===== src/rtl/ps2_pkg.sv =====
// Shared definitions for the PS/2 receiver slice.
//   ps2_state_t : receiver FSM encoding (IDLE, DATA, CHECK)
//   FRAME_BITS  : start + 8 data + parity + stop
//   DATA_BITS   : payload width
//   ps2_dbg_t   : FSM observation bundle exported on the interface
//   odd_parity_ok() : true when data plus parity bit hold an odd number of ones
package ps2_pkg;

   localparam int FRAME_BITS = 11;
   localparam int DATA_BITS  = 8;

   typedef enum logic [1:0] {
      IDLE  = 2'd0,
      DATA  = 2'd1,
      CHECK = 2'd2
   } ps2_state_t;

   typedef struct packed {
      ps2_state_t            state;
      logic [3:0]            bit_cnt;
      logic [FRAME_BITS-1:0] shreg;
   } ps2_dbg_t;

   function automatic logic odd_parity_ok(input logic [DATA_BITS-1:0] data, input logic par);
      return ^{data, par};
   endfunction

endpackage


===== src/rtl/ps2_rx_checked_if.sv =====
// Receiver-side bus of the PS/2 receiver.
//   rx_en        : consumer permits the start of a new frame
//   dout         : last good data byte
//   rx_done_tick : one-cycle pulse, dout just updated
//   err_parity / err_frame / err_timeout : one-cycle error pulses
//   rx_busy      : receiver is inside a frame
//   dbg          : FSM state, remaining-bit counter and shift register
//
// Handshake: there is no backpressure. rx_done_tick is the valid strobe for
// dout and is never held; the consumer must take dout in that cycle or later
// (dout stays stable until the next good frame). At most one of the four
// pulses is high in any cycle.
interface ps2_rx_checked_if;
   import ps2_pkg::*;

   logic       rx_en;
   logic [7:0] dout;
   logic       rx_done_tick;
   logic       err_parity;
   logic       err_frame;
   logic       err_timeout;
   logic       rx_busy;
   ps2_dbg_t   dbg;

   modport master (
      input  rx_en,
      output dout, rx_done_tick, err_parity, err_frame, err_timeout, rx_busy, dbg
   );

   modport slave (
      output rx_en,
      input  dout, rx_done_tick, err_parity, err_frame, err_timeout, rx_busy, dbg
   );

endinterface


===== src/rtl/ps2_clk_filter.sv =====
// Glitch filter and falling-edge detector for the PS/2 clock line.
//   clk, reset : system clock, synchronous active-high reset
//   ps_c       : raw PS/2 clock (asynchronous)
//   fall_tick  : high for the one cycle in which the filtered clock goes 1 -> 0
// The filtered clock only changes once FILTER_LEN consecutive samples agree,
// so pulses shorter than FILTER_LEN cycles are absorbed. The first stage of
// the shift register also serves as the input synchroniser.
module ps2_clk_filter #(
   parameter int FILTER_LEN = 8
) (
   input  logic clk,
   input  logic reset,
   input  logic ps_c,
   output logic fall_tick
);

   logic [FILTER_LEN-1:0] filt_reg;
   logic                  f_val;

   always_ff @(posedge clk) begin
      if (reset) begin
         filt_reg <= '1;
         f_val    <= 1'b1;
      end else begin
         filt_reg <= {ps_c, filt_reg[FILTER_LEN-1:1]};
         if (filt_reg == '1)
            f_val <= 1'b1;
         else if (filt_reg == '0)
            f_val <= 1'b0;
      end
   end

   // Asserted in the cycle whose clock edge drops f_val.
   assign fall_tick = f_val && (filt_reg == '0);

endmodule


===== src/rtl/ps2_rx_checked.sv =====
// PS/2 device-to-host frame receiver with parity, framing and timeout checks.
//   clk, reset : system clock, synchronous active-high reset
//   ps_c, ps_d : PS/2 clock and data lines (asynchronous)
//   rx         : receiver bus (rx_en in; dout, pulses, rx_busy, dbg out)
// Frame: start 0, 8 data bits LSB first, odd parity, stop 1.
module ps2_rx_checked
   import ps2_pkg::*;
#(
   parameter int FILTER_LEN   = 8,
   parameter int TIMEOUT_CYC  = 100000,
   parameter int CHECK_PARITY = 1
) (
   input  logic clk,
   input  logic reset,
   input  logic ps_c,
   input  logic ps_d,
   ps2_rx_checked_if.master rx
);

   localparam int WD_W = (TIMEOUT_CYC > 2) ? $clog2(TIMEOUT_CYC) : 1;
   localparam logic [WD_W-1:0] WD_MAX = WD_W'(TIMEOUT_CYC - 1);

   logic                  fall_tick;
   ps2_state_t            state;
   logic [3:0]            bit_cnt;
   logic [FRAME_BITS-1:0] shreg;
   logic [FRAME_BITS-1:0] nxt_shreg;
   logic [WD_W-1:0]       wdog;
   logic [7:0]            dout_r;
   logic                  done_r, perr_r, ferr_r, terr_r;
   logic                  stop_bit, parity_bad;

   ps2_clk_filter #(.FILTER_LEN(FILTER_LEN)) u_filter (
      .clk       (clk),
      .reset     (reset),
      .ps_c      (ps_c),
      .fall_tick (fall_tick)
   );

   // ps_d is sampled only on fall_tick, which lags the real ps_c edge by the
   // filter length, so the data line has long settled by then.
   // After the final shift: [0]=start, [8:1]=data, [9]=parity, [10]=stop.
   always_comb begin
      nxt_shreg  = {ps_d, shreg[FRAME_BITS-1:1]};
      stop_bit   = nxt_shreg[10];
      parity_bad = (CHECK_PARITY != 0) && !odd_parity_ok(nxt_shreg[8:1], nxt_shreg[9]);
   end

   // Verdict pulses are registered on the last fall tick so they are high
   // during the single CHECK cycle.
   always_ff @(posedge clk) begin
      if (reset) begin
         state   <= IDLE;
         bit_cnt <= '0;
         shreg   <= '0;
         wdog    <= '0;
         dout_r  <= '0;
         done_r  <= 1'b0;
         perr_r  <= 1'b0;
         ferr_r  <= 1'b0;
         terr_r  <= 1'b0;
      end else begin
         done_r <= 1'b0;
         perr_r <= 1'b0;
         ferr_r <= 1'b0;
         terr_r <= 1'b0;
         unique case (state)
            IDLE: begin
               if (fall_tick && rx.rx_en && !ps_d) begin
                  state   <= DATA;
                  bit_cnt <= 4'(FRAME_BITS - 1);
                  shreg   <= nxt_shreg;
                  wdog    <= '0;
               end
            end
            DATA: begin
               if (fall_tick) begin
                  shreg   <= nxt_shreg;
                  bit_cnt <= bit_cnt - 4'd1;
                  wdog    <= '0;
                  if (bit_cnt == 4'd1) begin
                     state <= CHECK;
                     if (!stop_bit)
                        ferr_r <= 1'b1;
                     else if (parity_bad)
                        perr_r <= 1'b1;
                     else begin
                        dout_r <= nxt_shreg[8:1];
                        done_r <= 1'b1;
                     end
                  end
               end else if (wdog == WD_MAX) begin
                  terr_r  <= 1'b1;
                  state   <= IDLE;
                  bit_cnt <= '0;
                  shreg   <= '0;
                  wdog    <= '0;
               end else begin
                  wdog <= wdog + 1'b1;
               end
            end
            CHECK: begin
               state   <= IDLE;
               bit_cnt <= '0;
            end
            default: state <= IDLE;
         endcase
      end
   end

   assign rx.dout          = dout_r;
   assign rx.rx_done_tick  = done_r;
   assign rx.err_parity    = perr_r;
   assign rx.err_frame     = ferr_r;
   assign rx.err_timeout   = terr_r;
   assign rx.rx_busy       = (state != IDLE);
   assign rx.dbg.state     = state;
   assign rx.dbg.bit_cnt   = bit_cnt;
   assign rx.dbg.shreg     = shreg;

endmodule


===== src/flat_wrapper.sv =====
// flat-port wrapper written by rule: the top's interface ports become plain ports
module ps2_rx_checked_flat import ps2_pkg::*;
#(
   parameter int FILTER_LEN   = 8,
   parameter int TIMEOUT_CYC  = 100000,
   parameter int CHECK_PARITY = 1
)
  (clk, reset, ps_c, ps_d, rx_rx_en, rx_dout, rx_rx_done_tick, rx_err_parity, rx_err_frame, rx_err_timeout, rx_rx_busy, rx_dbg);
  ps2_rx_checked_if rx_i ();
  input  logic clk;
  input  logic reset;
  input  logic ps_c;
  input  logic ps_d;
  input wire logic [$bits(rx_i.rx_en)-1:0] rx_rx_en;
  output wire logic [$bits(rx_i.dout)-1:0] rx_dout;
  output wire logic [$bits(rx_i.rx_done_tick)-1:0] rx_rx_done_tick;
  output wire logic [$bits(rx_i.err_parity)-1:0] rx_err_parity;
  output wire logic [$bits(rx_i.err_frame)-1:0] rx_err_frame;
  output wire logic [$bits(rx_i.err_timeout)-1:0] rx_err_timeout;
  output wire logic [$bits(rx_i.rx_busy)-1:0] rx_rx_busy;
  output wire logic [$bits(rx_i.dbg)-1:0] rx_dbg;
  assign rx_i.rx_en = rx_rx_en;
  assign rx_dout = rx_i.dout;
  assign rx_rx_done_tick = rx_i.rx_done_tick;
  assign rx_err_parity = rx_i.err_parity;
  assign rx_err_frame = rx_i.err_frame;
  assign rx_err_timeout = rx_i.err_timeout;
  assign rx_rx_busy = rx_i.rx_busy;
  assign rx_dbg = rx_i.dbg;
  ps2_rx_checked #(.FILTER_LEN(FILTER_LEN), .TIMEOUT_CYC(TIMEOUT_CYC), .CHECK_PARITY(CHECK_PARITY)) u_core (.clk(clk), .reset(reset), .ps_c(ps_c), .ps_d(ps_d), .rx(rx_i));
endmodule

===== config.mk =====
export PLATFORM = sky130hd
export DESIGN_NAME = ps2_rx_checked_flat
export DESIGN_NICKNAME = d
export VERILOG_FILES = /design/src/rtl/ps2_pkg.sv /design/src/rtl/ps2_rx_checked_if.sv /design/src/rtl/ps2_clk_filter.sv /design/src/rtl/ps2_rx_checked.sv /design/src/flat_wrapper.sv
export SDC_FILE = /design/constraint.sdc
export NUM_CORES = 1
export LEC_CHECK = 0
export ABC_AREA = 1
export BUFFER_PORTS_ARGS = -buffer_cell sky130_fd_sc_hd__buf_2
export CORE_MARGIN = 2
export CORE_UTILIZATION = 53
export DETAILED_ROUTE_END_ITERATION = 6
export MAX_ROUTING_LAYER = met4
export PLACE_DENSITY = 0.76
export SETUP_SLACK_MARGIN = 0.1
export SYNTH_ARGS = -nofsm -noshare
export SYNTH_HDL_FRONTEND = slang
export SYNTH_SLANG_ARGS = --single-unit

===== constraint.sdc =====
create_clock -name clk -period 1.7 [get_ports clk]
set_input_delay 0.17 -clock clk [delete_from_list [all_inputs] [get_ports clk]]
set_output_delay 0.17 -clock clk [all_outputs]
set_load 0.05 [all_outputs]

==> summary by stage, run 1 <==
Routing
The total via count after detailed routing is roughly 3,300. The number of vias per cell is roughly 5.5. The starting DRC count in detailed routing is 272. The detail route stage leaves a number of antenna-violating nets equal to 0. After detailed routing, the number of remaining DRC violations is 0. Dividing the detail-routed wire length by the instance count gives roughly 15 um. Wires add up to 9010 um.

The pre-antenna-repair detailed-routing pass consisted of 5 iterations.

Placement
Routability-driven placement finished with a final weighted congestion of approximately 0.9. The wire-length estimate of the detail-placed layout is 5270 um. Input and output buffers added on the ports amount to 34.

Synth
By instance count, the leading cell after synthesis is sky130_fd_sc_hd__nand2_1. The number of flops mapped to enable cells by yosys is 0. By area the synthesized netlist is led by sky130_fd_sc_hd__dfxtp_1, sky130_fd_sc_hd__nand2_1, sky130_fd_sc_hd__inv_1, sky130_fd_sc_hd__nand3_1, sky130_fd_sc_hd__nor2_1. The flip-flop cell with the highest count after synthesis is sky130_fd_sc_hd__dfxtp_1. The sequential share of the synthesized area is 0.352. The cell type with the highest aggregate area in the netlist is sky130_fd_sc_hd__dfxtp_1. Each instance of the synthesized netlist takes up on average approximately 7.0 sq um.

The share of synthesized area in the top cell type comes to 0.352. The number of distinct library cells after synthesis is 38. In the synthesized netlist, the number of instances is between 400 and 500. The commonest cells after synthesis are sky130_fd_sc_hd__nand2_1, sky130_fd_sc_hd__inv_1, sky130_fd_sc_hd__nor2_1. Summing every instance area after synthesis gives approximately 0.0031 sq mm.

The post-synth net total is between 400 and 500. The count of warnings emitted by yosys is 0. The async set-reset flop share out of synthesis is 0. Synthesis inferred between 50 and 60 register bits.

STA
The number of endpoints failing setup at the final stage is 0. The final worst-path cycle share is 0.989. The post-route worst hold slack is about 0.033 ns. The final-report max-slew violation count is 0. The actual slew at the worst max-slew pin is 0.814 ns. The number of failing hold endpoints at the final stage is 0. The headroom to the max-slew limit is 0.457. The post-route minimum period is roughly 1.7 ns. Derived from the worst setup path, the maximum achievable clock frequency is slightly below 600 MHz. The clock arrives with 0.0121 ns of skew. Setup repair after global routing could not meet its margin everywhere.

Clock network
The H-tree was split into 2 levels. The number of sinks handled by clock tree synthesis is 55. The root buffer cell is sky130_fd_sc_hd__clkbuf_8. The later pin in the worst-skew pair is clocked with a latency of between 0.3 and 0.4 ns. The CTS tree is built. In this run the deepest clock path goes through 2 buffers.

Clock-pin slew was measured on the worst setup and hold paths at approximately 0.11 ns. The number of buffers inserted by hold repair at cts is 0. Counting the buffers created by CTS gives 5.

Run status
The flow ran to the end, and the final reports show no timing, DRC or antenna violations.

Floorplanning
The die covers approximately 0.0065 sq mm. The floorplan step defined a core boundary enclosing 0.00561 sq mm. The die width is between 80 and 90 um. The row count is 27. The vertical extent of the die is between 80 and 90 um. The initial core utilization is 0.558. Pin placement for this block handled 35 I/O pins.

Setup path
The endpoint class of the critical path is a flop. The internal reg-to-reg setup slack is roughly 0.019 ns. The number of cells on the critical path is 8. Counting both buffers and inverters, the worst setup path holds a total of 1. The data arrival time of the critical path is 1.92 ns. The critical path data required time is around 1.9 ns.

The largest fanout of any net on the critical path is 5. The critical path goes through nor2_4 -> nand2_4 -> nor2_4 -> nand3_4 -> a21oi_4 -> buf_4 -> nand3_1 -> a21oi_1. Measured in cells, the most critical reg-to-reg path has a length of 8. The cell family contributing the most delay on the critical path is simple AND/OR/NAND/NOR gates. In this run the critical register-to-register path is captured at u_core.wdog[2]. The critical path starts at u_core.u_filter.filt_reg[3]. The slowest stage of the critical path is the sky130_fd_sc_hd__dfxtp_2 cell. The cell occurring most often along the worst timing path is sky130_fd_sc_hd__nor2_4. The delay of the slowest critical-path stage is between 0.3 and 0.4 ns.

The worst setup path is launched from a flop. The startpoint identified for the worst register-to-register timing path is u_core.u_filter.filt_reg[3]. The worst setup path endpoint is u_core.wdog[2].

The critical path in this run is classified as reg2reg.

Layout
The utilization of the core after routing is 0.746. The register ranked first by flip-flop count is u_core.wdog. The number of antenna diodes in the final layout is 0. The fill cell instance count of the final layout is slightly above 400. In the final layout, the registers with the most flip-flops are u_core.wdog x17, u_core.shreg x11. The number of nets in the layout is between 500 and 600. Compared with the post-synthesis result, the final layout area differs by 33.5%. The fraction of final layout cells sized beyond drive strength 1 is 0.384. The number of flip-flops under the largest register name is 17.

Flow run
The max-capacitance violation count is 0.

Pwr
Dividing total power by cell area gives a power density of roughly 1300 mW/mm^2. The leakage power figure is about 0.0019 uW. The worst voltage drop across the vdd grid is around 0.0011 V. Power comes to ~5600 uW.

Hold path
The worst hold path was traced through 2 stages. The type of the worst min-delay path is in2reg.

Global routing
The number of antenna violations at the first check in global routing came to 0. The total global routing track utilization is 0.266. The number of global-route vias before repair came to between 2,000 and 3,000. The first global-routing pass estimated approximately 13,000 um of wire. Entering global routing, the biggest net connects 19 pins. For this run the aggregate overflow at the end of global routing stands at 0.
## power breakdown
part / switching, uW / internal (uW) / total, uW
Clock: 455 / 299 / 753
Combinational: 1980 / 1390 / 3370
Sequential: 102 / 1410 / 1510
## routing by layer
layer | GRT usage | wire (um)
met3 | 0.0422 | 489
met4 | 0.107 | 267
met1 | 0.347 | 3820
met2 | 0.413 | 4440
met5 | - | 0
## cells by family after synthesis
kind of cell               share of synthesized area
and+or+nand+nor                                0.412
AOI/OAI and AO/OA                             0.0951
adders and majority gates                     0.0280
buffers and inverters                          0.108
xor gates and xnor gates                     0.00559
DFF                                            0.352
## metrics by stage
step | std cells | instance area, sq um | TNS (ns) | worst slack [ns]
finish | 601 | 4180 | 0 | 0.0188
floorplan | 447 | 3160 | 0 | 0.0905
global placement | 560 | 3480 | 0 | 0.0743
detailed placement | 560 | 3480 | -0.0399 | -0.0221
CTS | 588 | 3860 | 0 | 0.0436
global route | 601 | 4180 | -0.600 | -0.0758
## cell type report
class	count	area [sq um]	area share
sequential	55	1140	0.273
multi-input combinational	315	1970	0.472
tap	72	90.1	0.0215
clock buffer	5	68.8	0.0165
clock inverter	3	23.8	0.00569
timing repair buffer	82	617	0.148
inverter	69	268	0.0640
## placed cells by master, fill, tap and decap left out, types with 5 or more instances in the layout
| master | n |
|---|---|
| sky130_fd_sc_hd__a21oi_1 | 10 |
| sky130_fd_sc_hd__buf_2 | 33 |
| sky130_fd_sc_hd__buf_4 | 38 |
| sky130_fd_sc_hd__buf_6 | 7 |
| sky130_fd_sc_hd__clkbuf_8 | 5 |
| sky130_fd_sc_hd__dfxtp_1 | 32 |
| sky130_fd_sc_hd__dfxtp_2 | 18 |
| sky130_fd_sc_hd__dfxtp_4 | 5 |
| sky130_fd_sc_hd__inv_1 | 57 |
| sky130_fd_sc_hd__inv_2 | 9 |
| sky130_fd_sc_hd__nand2_1 | 106 |
| sky130_fd_sc_hd__nand2_2 | 9 |
| sky130_fd_sc_hd__nand2_4 | 6 |
| sky130_fd_sc_hd__nand3_1 | 33 |
| sky130_fd_sc_hd__nand3_2 | 9 |
| sky130_fd_sc_hd__nand3_4 | 8 |
| sky130_fd_sc_hd__nand4_1 | 10 |
| sky130_fd_sc_hd__nor2_1 | 51 |
| sky130_fd_sc_hd__nor2_4 | 8 |
| sky130_fd_sc_hd__o21ai_1 | 7 |
| sky130_fd_sc_hd__o22ai_2 | 10 |
| sky130_fd_sc_hd__or2_2 | 7 |
## how the worst min path moves through the flow
stage,slack [ns],startpoint,end
finish,0.03,ps_c,u_core.u_filter.filt_reg[7]
CTS,0.03,ps_c,u_core.u_filter.filt_reg[7]
floorplan,0.25,ps_d,u_core.rx.err_frame
global placement,0.36,ps_c,u_core.u_filter.filt_reg[7]
detailed placement,0.36,ps_c,u_core.u_filter.filt_reg[7]
global route,0.02,ps_c,u_core.u_filter.filt_reg[7]
## timing repair
item | 4_1_cts | 5_1_grt
gates resized for setup | 24 | 67
pin swaps | 15 | 31
cloned | 3 | 1
buffers inserted | 17 | 12
endpoints found under the setup margin | 31 | 43
Power figures use the tool's default switching activity.
==> run 2: changes to the inputs <==
--- a/config.mk
+++ b/config.mk
@@ -5,13 +5,12 @@
 export SDC_FILE = /design/constraint.sdc
 export NUM_CORES = 1
 export LEC_CHECK = 0
-export ABC_AREA = 1
 export BUFFER_PORTS_ARGS = -buffer_cell sky130_fd_sc_hd__buf_2
 export CORE_MARGIN = 2
-export CORE_UTILIZATION = 53
+export CORE_UTILIZATION = 51
 export DETAILED_ROUTE_END_ITERATION = 6
 export MAX_ROUTING_LAYER = met4
-export PLACE_DENSITY = 0.76
+export PLACE_DENSITY = 0.75
 export SETUP_SLACK_MARGIN = 0.1
 export SYNTH_ARGS = -nofsm -noshare
 export SYNTH_HDL_FRONTEND = slang
==> run 2 against run 1 <==
  * The flow now finishes with violations (setup timing)
  * Highest routed layer unchanged
  * Final area fell by 4.3%
  * Global-route usage grew 1.7 points
  * First-iteration DRC count fell by 49%
  * Core utilization is 9.1 points higher
  * Critical path type unchanged
  * Worst setup slack worse by 0.30 ns
  * Clock power up 16%
  * Fmax fell by 15%
==> summary by stage, run 2 <==
Run status
Result of the run: finished, violations left (was finished, final reports clean). The checks that failed: setup timing.

Floorplanning
The die footprint is 0.00559 sq mm (was 0.00654 sq mm). The row count is 25 (was 27). The core area is 0.00479 sq mm (was 0.00561 sq mm). The die width is 74.8 um (was 80.9 um). The vertical extent of the die is 74.8 um (was 80.9 um). The initial core utilization is 0.534 (was 0.558).

The number of top-level pins is 35 (unchanged).

Global routing
The maximum number of pins on one net before global-route repair came to 25 (was 19). The total grt overflow was 0 (unchanged). The number of antenna violations at the first check in global routing is 0 (unchanged). The number of global-route vias before repair is 2,435 (was 2,913). The total global routing track utilization is 0.283 (was 0.266). The global-route wire length before repair is 11,600 um (was 13,400 um).

STA
The final worst-path cycle share is 1.17 (was 0.989). The number of failing hold endpoints at the final stage was 0 (unchanged). The achievable frequency is 505 MHz (was 595 MHz). The setup TNS after final layout was -4.99 ns (was 0 ns).

The actual slew at the worst max-slew pin came to 0.733 ns (was 0.814 ns). The number of endpoints failing setup at the final stage is 44 (was 0). The final-report max-slew violation count is 0 (unchanged).

The setup skew after layout is 0.00947 ns (was 0.0121 ns). Setup repair after global routing missed its margin: true (unchanged). The post-layout worst setup margin came to -0.282 ns (was 0.0188 ns). The headroom to the max-slew limit was 0.511 (was 0.457). The post-route minimum period was 1.98 ns (was 1.68 ns).

Layout
Biggest regs: u_core.wdog x17, u_core.shreg x11 (unchanged). The post-layout instance count excluding filler cells came to 447 (was 601). The number of flip-flops under the largest register name came to 17 (unchanged).

The fraction of final layout cells sized beyond drive strength 1 is 0.589 (was 0.384). The utilization of the core after routing came to 0.836 (was 0.746). The synthesis-to-layout area growth was 56.6% (was 33.5%). The commonest non-fill, non-tap cell in the layout was sky130_fd_sc_hd__buf_4 (was sky130_fd_sc_hd__nand2_1). The register ranked first by flip-flop count is u_core.wdog (unchanged). The number of nets in the layout is 391 (was 540). The count of antenna diodes in the layout came to 0 (unchanged). Most frequent cells in the layout: sky130_fd_sc_hd__buf_4, sky130_fd_sc_hd__buf_2, sky130_fd_sc_hd__dfxtp_1, sky130_fd_sc_hd__nor2_1, sky130_fd_sc_hd__buf_6 (was sky130_fd_sc_hd__nand2_1, sky130_fd_sc_hd__inv_1, sky130_fd_sc_hd__nor2_1, sky130_fd_sc_hd__buf_4). The final cell area excluding filler cells came to 0.00400 sq mm (was 0.00418 sq mm).

Synth
Cell types with the highest counts after synthesis: sky130_fd_sc_hd__dfxtp_1, sky130_fd_sc_hd__nor2_1, sky130_fd_sc_hd__nand2_1, sky130_fd_sc_hd__nand3_1, sky130_fd_sc_hd__a21oi_1 (was sky130_fd_sc_hd__nand2_1, sky130_fd_sc_hd__inv_1, sky130_fd_sc_hd__nor2_1). The sequential share of the synthesized area came to 0.431 (was 0.352). The gate count of the mapped netlist is 272 (was 447). The number of distinct library cells after synthesis was 52 (was 38). The most frequently used cell type in the post-synthesis netlist is sky130_fd_sc_hd__dfxtp_1 (was sky130_fd_sc_hd__nand2_1). The post-synthesis sequential element count came to 55 (unchanged). The count of warnings emitted by yosys is 0 (unchanged). The post-synth net total is 284 (was 459). Cell types with the largest area share after synthesis: sky130_fd_sc_hd__dfxtp_1, sky130_fd_sc_hd__xnor2_1, sky130_fd_sc_hd__nand3_1, sky130_fd_sc_hd__a22o_1, sky130_fd_sc_hd__ha_1 (was sky130_fd_sc_hd__dfxtp_1, sky130_fd_sc_hd__nand2_1, sky130_fd_sc_hd__inv_1, sky130_fd_sc_hd__nand3_1, sky130_fd_sc_hd__nor2_1). The post-synth design cell area came to 0.00256 sq mm (was 0.00313 sq mm). The number of flops mapped to enable cells by yosys is 0 (unchanged).

The async set-reset flop share out of synthesis is 0 (unchanged). The average footprint of a synthesized cell is 9.40 sq um (was 7.01 sq um). The area share of the largest cell type after synthesis is 0.431 (was 0.352). The flip-flop cell with the highest count after synthesis is sky130_fd_sc_hd__dfxtp_1 (unchanged). The cell type with the highest aggregate area in the netlist is sky130_fd_sc_hd__dfxtp_1 (unchanged).

Clock network
The H-tree depth reported by CTS is 2 (unchanged). The CTS buffer count is 5 (unchanged). The number of sinks handled by clock tree synthesis is 55 (unchanged). The clock insertion delay at the later pin of the skew report is 0.31 ns (was 0.32 ns).

The CTS tree is built (unchanged). The maximum count of clock buffers along a single path is 2 (unchanged). The root buffer cell is sky130_fd_sc_hd__clkbuf_8 (unchanged). The clock-pin transition on the worst setup and hold timing paths is 0.10 ns (was 0.11 ns).

Pwr
The total power consumption of the routed design is 2230 uW (was 5630 uW). The power density relative to cell area was 558 mW/mm^2 (was 1350 mW/mm^2). The leakage power figure came to 0.00160 uW (was 0.00185 uW). The worst voltage drop across the vdd grid came to 0.000556 V (was 0.00113 V).

Routing
The detailed-routing iteration count for the pre-antenna-repair pass is 5 (unchanged). The total via count after detailed routing came to 2,657 (was 3,318). The final antenna-violating net count is 0 (unchanged). The average wire length per cell after detail routing came to 20.2 um (was 15.0 um). The count of unresolved DRC violations after routing is 0 (unchanged). The number of vias per cell is 5.94 (was 5.52).

The starting DRC count in detailed routing is 140 (was 272). The sum of routed wire length over all layers came to 9010 um (about the same).

Hold path
The hold-critical path depth is 2 (unchanged). The type of the worst min-delay path is in2reg (unchanged).

Setup path
The endpoint class of the critical path is a flop (unchanged). The critical path data required time is 1.90 ns (was 1.94 ns). The startpoint type of the worst setup path was a flop (unchanged). The data arrival time of the critical path is 2.18 ns (was 1.92 ns).

The largest fanout of any net on the critical path is 6 (was 5). The critical path class is reg2reg (unchanged). The number of cells on the worst reg-to-reg path is 5 (was 8).

Placement
The half-perimeter wire length after detailed placement is 4350 um (was 5270 um). The number of placed instances with taps included is 413 (was 560). The global placer's final weighted congestion was 0.802 (was 0.911). The total of buffers placed on input and output ports was 34 (unchanged). The cell area reported after detailed placement was 0.00325 sq mm (was 0.00348 sq mm).

Flow run
The max-capacitance violation count was 0 (unchanged).
-- run 2: cell types whose count changed in the layout (fill, tap and decap cells not counted), sizes merged, moves of 10 or more --
cell,delta
nand2,-107
inv,-57
nor2,-42
nand3,-32
buf,+25
a22o,+10
o22ai,-10
xnor2,+10
-- run 2: cells by family (layout without fill, tap and decap cells) --
family,Yosys count,in the layout,synth area share
AOI/OAI and AO/OA,55,56,0.150
xor gates and xnor gates,22,22,0.0861
adders and majority gates,7,7,0.0343
buffers and inverters,20,127,0.0357
DFF,55,55,0.431
muxes,1,1,0.00392
and+or+nand+nor,112,112,0.259
-- run 2: layout make-up --
type                    count  area, sq um
inverters                  12         47.5
well taps                  67         83.8
flip-flops and latches     55         1140
multi-input cells         198         1830
clock buffers               5         68.8
clock inverters             3         38.8
fillers                   249          783
repair buffers            107          793
-- run 2: path summary, 6_finish.rpt --
| kind | start | endpoint | slack, ns |
|---|---|---|---|
| hold / removal | ps_c | u_core.u_filter.filt_reg[7] | 0.03 |
| hold reg to reg | u_core.rx.dout[0] | u_core.rx.dout[0] | 0.47 |
| setup / recovery | u_core.u_filter.filt_reg[5] | u_core.bit_cnt[2] | -0.28 |
| setup reg to reg | u_core.u_filter.filt_reg[5] | u_core.bit_cnt[2] | -0.28 |
-- run 2: per-layer routing --
layer  wire (um)  global-route usage  share of wire
met4         431               0.149          0.048
met5           0                   -              0
met3         517              0.0495          0.057
met1        3480               0.326           0.39
met2        4580               0.471           0.51
-- run 2: repair_timing --
item / in CTS / in global routing
setup buffers: 13 / 11
hold endpoints to repair: 0 / 0
cloned: 2 / 0
gates resized for setup: 48 / 55
pin swaps: 40 / 44
setup endpoints to repair: 44 / 46
hold buffers: 0 / 0
-- run 2: worst max-delay path: stages (launching register included) --
cell,delay (ns)
sky130_fd_sc_hd__dfxtp_2,0.36
sky130_fd_sc_hd__or4_4,0.56
sky130_fd_sc_hd__o31ai_4,0.28
sky130_fd_sc_hd__o211ai_1,0.28
sky130_fd_sc_hd__o21ai_1,0.27
sky130_fd_sc_hd__o21ai_1,0.11
-- run 2: metrics by stage --
stage | hold WS, ns | worst slack [ns]
after floorplan | 0.247 | -0.136
after global placement | 0.357 | -0.0918
after detailed placement | 0.358 | -0.152
after CTS | 0.0270 | -0.137
after global routing | 0.0383 | -0.324
final | 0.0279 | -0.282
-- run 2: report_power, final --
group	switching (uW)	total (uW)	internal, uW	leakage (uW)
logic	45.7	74.1	28.5	0.00110
registers	3.69	1290	1280	0.000449
clock network	441	874	433	0.0000556
total	490	2230	1740	0.00160
